`src/rtl/nibble_deser4x4_if.sv`:
```
// Nibble deserializer link bundle: nibble input handshake, word output
// handshake and the status outputs (framing error pulse, next slot index).
interface nibble_deser4x4_if #(
    parameter int NIBBLES = 4
);
    localparam int SLOT_W = (NIBBLES > 1) ? $clog2(NIBBLES) : 1;
    localparam int WORD_W = 4 * NIBBLES;

    logic [3:0]        in_nibble;
    logic              in_valid;
    logic              in_first;
    logic              in_ready;
    logic [WORD_W-1:0] out_word;
    logic              out_valid;
    logic              out_ready;
    logic              frame_err;
    logic [SLOT_W-1:0] slot;

    // Producer of nibbles / consumer of words.
    modport master (
        output in_nibble, in_valid, in_first, out_ready,
        input  in_ready, out_word, out_valid, frame_err, slot
    );

    // The deserializer itself.
    modport slave (
        input  in_nibble, in_valid, in_first, out_ready,
        output in_ready, out_word, out_valid, frame_err, slot
    );
endinterface

```
`src/rtl/nibble_deser4x4.sv`:
```
// Nibble deserializer: collects NIBBLES 4-bit nibbles (slot 0 = bits [3:0])
// into a word and presents it on a registered valid/ready output. A nibble
// flagged in_first while mid-word discards the partial word and restarts it.
module nibble_deser4x4 #(
    parameter int NIBBLES = 4
) (
    input  logic              clk,
    input  logic              reset_n,
    nibble_deser4x4_if.slave  bus
);
    localparam int SLOT_W = (NIBBLES > 1) ? $clog2(NIBBLES) : 1;
    localparam int WORD_W = 4 * NIBBLES;
    localparam logic [SLOT_W-1:0] LAST = SLOT_W'(NIBBLES - 1);

    logic [SLOT_W-1:0] slot_q, slot_d;
    logic [WORD_W-1:0] asm_q, asm_d;
    logic [WORD_W-1:0] word_q, word_d;
    logic              valid_q, valid_d;
    logic              ferr_q, ferr_d;

    logic              in_ready_c;
    logic              accept;
    logic [SLOT_W-1:0] fill;

    // Next-state: handshake decode, nibble placement, word hand-off to output.
    always_comb begin
        // NOTE: every variable gets a default first so no path leaves it
        // unassigned; otherwise synthesis infers a latch.
        slot_d  = slot_q;
        asm_d   = asm_q;
        word_d  = word_q;
        valid_d = valid_q && !bus.out_ready;
        ferr_d  = 1'b0;
        fill    = slot_q;

        // Stall only the final nibble, and only when the output cannot drain
        // this cycle; a simultaneous drain and load keeps full rate.
        in_ready_c = !((slot_q == LAST) && valid_q && !bus.out_ready);
        accept     = bus.in_valid && in_ready_c;

        if (accept) begin
            // in_first mid-word: drop the partial word and restart at slot 0.
            ferr_d = bus.in_first && (slot_q != '0);
            fill   = ferr_d ? '0 : slot_q;

            asm_d[{fill, 2'b00} +: 4] = bus.in_nibble;

            if (fill == LAST) begin
                word_d  = asm_d;
                valid_d = 1'b1;
                slot_d  = '0;
            end else begin
                slot_d = fill + SLOT_W'(1);
            end
        end
    end

    // State register with synchronous active-low reset.
    always_ff @(posedge clk) begin
        // NOTE: sequential state uses non-blocking assignments so all
        // registers update together from the pre-edge values.
        if (!reset_n) begin
            slot_q  <= '0;
            asm_q   <= '0;
            word_q  <= '0;
            valid_q <= 1'b0;
            ferr_q  <= 1'b0;
        end else begin
            slot_q  <= slot_d;
            asm_q   <= asm_d;
            word_q  <= word_d;
            valid_q <= valid_d;
            ferr_q  <= ferr_d;
        end
    end

    assign bus.in_ready  = in_ready_c;
    assign bus.out_word  = word_q;
    assign bus.out_valid = valid_q;
    assign bus.frame_err = ferr_q;
    assign bus.slot      = slot_q;

endmodule

```
`src/flat_wrapper.sv`:
```
// flat-port wrapper written by rule: the top's interface ports become plain ports
module nibble_deser4x4_flat 
#(
    parameter int NIBBLES = 4
)
  (clk, reset_n, bus_in_nibble, bus_in_valid, bus_in_first, bus_out_ready, bus_in_ready, bus_out_word, bus_out_valid, bus_frame_err, bus_slot);
  nibble_deser4x4_if #(.NIBBLES(NIBBLES)) bus_i ();
  input  logic clk;
  input  logic reset_n;
  input wire logic [$bits(bus_i.in_nibble)-1:0] bus_in_nibble;
  input wire logic [$bits(bus_i.in_valid)-1:0] bus_in_valid;
  input wire logic [$bits(bus_i.in_first)-1:0] bus_in_first;
  input wire logic [$bits(bus_i.out_ready)-1:0] bus_out_ready;
  output wire logic [$bits(bus_i.in_ready)-1:0] bus_in_ready;
  output wire logic [$bits(bus_i.out_word)-1:0] bus_out_word;
  output wire logic [$bits(bus_i.out_valid)-1:0] bus_out_valid;
  output wire logic [$bits(bus_i.frame_err)-1:0] bus_frame_err;
  output wire logic [$bits(bus_i.slot)-1:0] bus_slot;
  assign bus_i.in_nibble = bus_in_nibble;
  assign bus_i.in_valid = bus_in_valid;
  assign bus_i.in_first = bus_in_first;
  assign bus_i.out_ready = bus_out_ready;
  assign bus_in_ready = bus_i.in_ready;
  assign bus_out_word = bus_i.out_word;
  assign bus_out_valid = bus_i.out_valid;
  assign bus_frame_err = bus_i.frame_err;
  assign bus_slot = bus_i.slot;
  nibble_deser4x4 #(.NIBBLES(NIBBLES)) u_core (.clk(clk), .reset_n(reset_n), .bus(bus_i));
endmodule
```
`config.mk`:
```
export PLATFORM = sky130hd
export DESIGN_NAME = nibble_deser4x4_flat
export DESIGN_NICKNAME = d
export VERILOG_FILES = /design/src/rtl/nibble_deser4x4_if.sv /design/src/rtl/nibble_deser4x4.sv /design/src/flat_wrapper.sv
export SDC_FILE = /design/constraint.sdc
export NUM_CORES = 1
export LEC_CHECK = 0
export ABC_AREA = 1
export BUFFER_PORTS_ARGS = -buffer_cell sky130_fd_sc_hd__buf_2
export CAP_MARGIN = 20
export CELL_PAD_IN_SITES_DETAIL_PLACEMENT = 0
export CELL_PAD_IN_SITES_GLOBAL_PLACEMENT = 1
export CORE_ASPECT_RATIO = 0.7
export CORE_MARGIN = 1.5
export CORE_UTILIZATION = 41
export DETAILED_ROUTE_END_ITERATION = 8
export GPL_TIMING_DRIVEN = 0
export PLACE_DENSITY_LB_ADDON = 0.2
export SKIP_CTS_REPAIR_TIMING = 1
export SLEW_MARGIN = 40
export SYNTH_ARGS = -nofsm -noshare
export SYNTH_HDL_FRONTEND = slang
export SYNTH_SLANG_ARGS = --single-unit
```
`constraint.sdc`:
```
create_clock -name clk -period 4.3 [get_ports clk]
set_input_delay 0.215 -clock clk [delete_from_list [all_inputs] [get_ports clk]]
set_output_delay 0.215 -clock clk [all_outputs]
set_load 0.1 [all_outputs]
```
Yosys cells after proc, flatten, opt, wreduce, memory -nomap -nowiden. Index checks and enable logic that the tools add are counted.

Add/subtract/negate cells: 2. Equality and inequality tests: 2. Shifts and indexed selects: 2. Mux-type cells: 5. Reduce and logical (&&, ||, !) cells: 10.

Operators by type and width (number): 16-bit bitwise mux (1); 4-bit by 6-bit variable shift with 16-bit output (first input constant) (1); 4-bit by 6-bit indexed part select with 16-bit output (1); 4-bit negation with 6-bit output (1); 1-bit logical AND (5); 2-bit == test (second input constant) (2); 2-bit two-way mux (2); 2-bit AND reduction (2); 2-bit by 1-bit adder with 2-bit output (second input constant) (1); 1-bit logical NOT (2); 1-bit two-way mux (2); 2-bit nonzero test (1).

Bits in registers: 36. Input bits: 9. Output and inout bits: 21.

Logic depth before layout (Yosys ltp).
Depth in word-level cells: 6. Gate-level depth with buffers: 13. Gate-level depth less buffers: 12.

Least setup slack after synthesis. OpenSTA, ideal clock, no wires.

Path type: register to register. From: reg u_core.slot_q[1], in the netlist u_core.bus.slot[1]. To: reg u_core.word_q[15], in the netlist u_core.bus.out_word[15]. Setup time: 0.056 ns. Data arrival time: 2.440 ns. Required time: 4.244 ns. Setup slack: 1.804 ns. Stages on the path, launching flop included: 12. Path buffers: 1. Cells stage by stage: dfxtp_1 -> o21ai_1 -> buf_2 -> inv_1 -> nor2_1 -> inv_1 -> ha_1 -> nor3_2 -> nand4_1 -> nand3_1 -> nand2_1 -> inv_1.

Word-level cells in the longest chain between the ends: 6.

Ends and longest elaborated chain: from (decl) (line nibble_deser4x4.sv:15) `logic [SLOT_W-1:0] slot_q, slot_d;`; from (signal assigned) (line nibble_deser4x4.sv:69) `slot_q <= slot_d;`; 2-bit nonzero test or 2-bit == test (tied branches) (line nibble_deser4x4.sv:43, nibble_deser4x4.sv:38); 1-bit logical AND (on tied branches) (line nibble_deser4x4.sv:43, nibble_deser4x4.sv:38); 2-bit two-way mux or 1-bit logical AND (tied branches) (line nibble_deser4x4.sv:44, nibble_deser4x4.sv:38); 4-bit negation with 6-bit output or 1-bit logical NOT (tied branches) (line nibble_deser4x4.sv:46, nibble_deser4x4.sv:38); 4-bit by 6-bit indexed part select with 16-bit output (tied with other cells) (line nibble_deser4x4.sv:46) `asm_d[{fill, 2'b00} +: 4] = bus.in_nibble;`; 16-bit bitwise mux or 2-bit AND reduction (tied branches); to (signal assigned) (line nibble_deser4x4.sv:71) `word_q <= word_d;`; to (decl) (line nibble_deser4x4.sv:17) `logic [WORD_W-1:0] word_q, word_d;`.

Parallel ways exist; a longest one is shown, timed or not. A chain may end at the register's enable or synchronous reset.

Final worst setup path.
From: reg u_core.slot_q[0], in the netlist u_core.bus.slot[0]. To: reg u_core.word_q[12], in the netlist u_core.bus.out_word[12].

Same word-level chain as after synthesis.

==> metrics.yaml <==
status: "finished clean"
gp_congestion: 0.9079
async_flop_share: 0
synth.distinct_cells: 24
fmax_ghz: 0.4113
synth_compound_area_frac: 0.1205
grt_pass1_vias: 1534
insertion_delay_ns: 0.29
port_buffers: 29
cp.required_ns: 4.54
syn_inst: 301
first_iter_violations: 106
r2r_end: "u_core.bus.out_word[12]"
grt_max_degree: 13
r2r_slack_ns: 1.87
yosys_warnings: 0
cts_buffer_depth: 2
ir_worst_vdd_uv: 143.4
r2r_start: "u_core.bus.slot[0]"
hold_end: "u_core.bus.out_valid"
rsz0062_at_grt: "false"
nNetsFinal: 352
synthAdderAreaFrac: 0.03764
syn_to_final_growth_pct: 16.25
worst_pin_slew_ns: 0.5189
initial_core_util: 0.4217
numCtsBuffers: 5
synth-edff-count: 0
yosys.area_share.simple: 0.3030
yosys-top-cells-area: "dfxtp_1, inv_1, nand2_1"
dr.pass1.iters: 4
min_period_ns: 2.431
fin_tns_setup_ns: 0
ys_top_cells_by_count: "inv_1, nand2_1, nor2_1"
hold_path_depth: 4
setup_viol: 0
drc: 0
synthesis.area_um2: 1994
synthMuxAreaShare: 0
die_h_um: 61.36
worstPathArrival_ns: 2.67
layout_worst_path_cycle_share: 0.5654
grt_pass1_wl_um: 7541
hp-start: "bus_out_ready"
worstRegToRegCells: 11
final_hold_viol_count: 0
power.density_nw_per_um2: 356.1
hold_path_class: "in2reg"
routed_via_density: 4.544
antennaDiodeCount: 0
cts.clk_slew.worst_paths_ns: 0.08
yosysMostFrequentCell: "inv_1"
report.final.slew_viol_count: 0
dp_hpwl_um: 3491
ant_nets: 0
ys_seq_area_frac: 0.3614
drv_cap: 0
synthFlopType: "dfxtp_1"
num_rows: 21
core-area_um2: 4730
cts-root-buf: "clkbuf_8"
vias: 1795
ys_ff_latch: 36
cts_tree: "yes"
gr-total-overflow: 0
skew_ns: 0.008452
end_kind: "flop"
antenna_found_initial: 0
synth_nets: 316
wl_um: 4701
cts_max_level: 2
worst-setup-path-type: "reg2reg"
relSlewSlack: 0.6541
hold_slack_ns: 0.2762
p_total_uw: 825.6
ios: 30
yosys.area.top_type: "dfxtp_1"
cp_max_fo: 10
critPathLaunchType: "flop"
grt_usage: 0.1919
synth.top_cell.area_share: 0.3614
fin_ws_ns: 1.869
dpl_worst_slack_ns: 1.949
cts.sinks: 36
dieArea_um2: 5299
p_leak_uw: 0.001314
wire_per_inst_um: 11.90
synth-xor-area-share: 0
die-width_um: 86.36
drive_above_1_share: 0.1953
synth_top_family_by_area: "simple AND/OR/NAND/NOR gates"
syn_area_per_cell_um2: 6.626
[cell usage in the layout, fill, tap and decap left out, drive strengths merged]
cell type | synthesis | layout
a21oi | 18 | 18
buf | 10 | 39
bufinv | 0 | 1
clkbuf | 2 | 8
clkinv | 0 | 1
dfxtp | 36 | 36
ha | 6 | 6
inv | 72 | 72
nand2 | 66 | 66
nand3 | 18 | 18
nand4 | 8 | 8
nor2 | 43 | 43
nor3 | 2 | 2
o211ai | 8 | 8
o21ai | 12 | 12
[worst max-delay path, cell delays in order, from the launching register on]
cell and delay (ns):
dfxtp_1 0.35, o21ai_1 0.20, buf_2 0.24, inv_1 0.06
nor2_1 0.24, inv_1 0.14, ha_1 0.41, nor3_2 0.30
nand4_1 0.16, nand3_1 0.15, nand2_1 0.06, inv_1 0.06
[registers in the layout, summed over array words and instances, names as in the netlist]
register,cells
u_core.asm_q,16
u_core.bus.slot,2
u_core.bus.out_word,16
u_core.bus.frame_err,1
u_core.bus.out_valid,1
[how the worst max path moves through the flow]
stage,start,slack (ns),endpoint
finish,u_core.bus.slot[0],1.87,u_core.bus.out_word[12]
CTS,u_core.bus.slot[0],1.91,u_core.bus.out_word[12]
detailed placement,u_core.bus.slot[1],1.95,u_core.bus.out_word[2]
global route,u_core.bus.slot[1],1.62,u_core.bus.out_word[15]
floorplan,u_core.bus.slot[1],1.80,u_core.bus.out_word[15]
global placement,u_core.bus.slot[1],1.96,u_core.bus.out_word[2]
[layer usage]
metal / global-route usage / vias up / part of all wire
met2: 0.2690 / 44 / 0.38
li1: - / 977 / -
met5: 0 / - / 0
met3: 0.04155 / 4 / 0.064
met4: 0.05530 / 0 / 0.0085
met1: 0.2930 / 770 / 0.55
[kinds of logic (layout without fill, tap and decap cells)]
group / after synthesis / after routing
and+or+nand+nor: 137 / 137
buffers and inverters: 84 / 121
AOI/OAI and AO/OA: 38 / 38
DFF: 36 / 36
adders and majority gates: 6 / 6
[power breakdown]
group | leakage, uW | switching [uW] | total (uW) | internal [uW]
clock network | 0.0000552 | 128 | 301 | 172
logic | 0.000965 | 124 | 169 | 45.0
registers | 0.000294 | 7.06 | 356 | 349
total | 0.00131 | 260 | 826 | 566
[per-stage QoR]
step           instances  cell area [um^2]  utilization
3_5_place_dp         387              2211       0.4675
6_report             395              2318       0.4902
4_1_cts              395              2318       0.4902
3_3_place_gp         387              2211       0.4675
5_1_grt              395              2318       0.4902
2_1_floorplan        301              1994            -
[area by class of cell]
class	instances	area, um^2
fill	510	2411
multi-input combinational	181	919.6
sequential	36	720.7
inverter	72	272.8
timing repair buffer	29	145.1
buffer	12	81.33
clock buffer	6	72.57
tap	57	71.32
clock inverter	2	35.03
(Power assumes the default switching activity.)
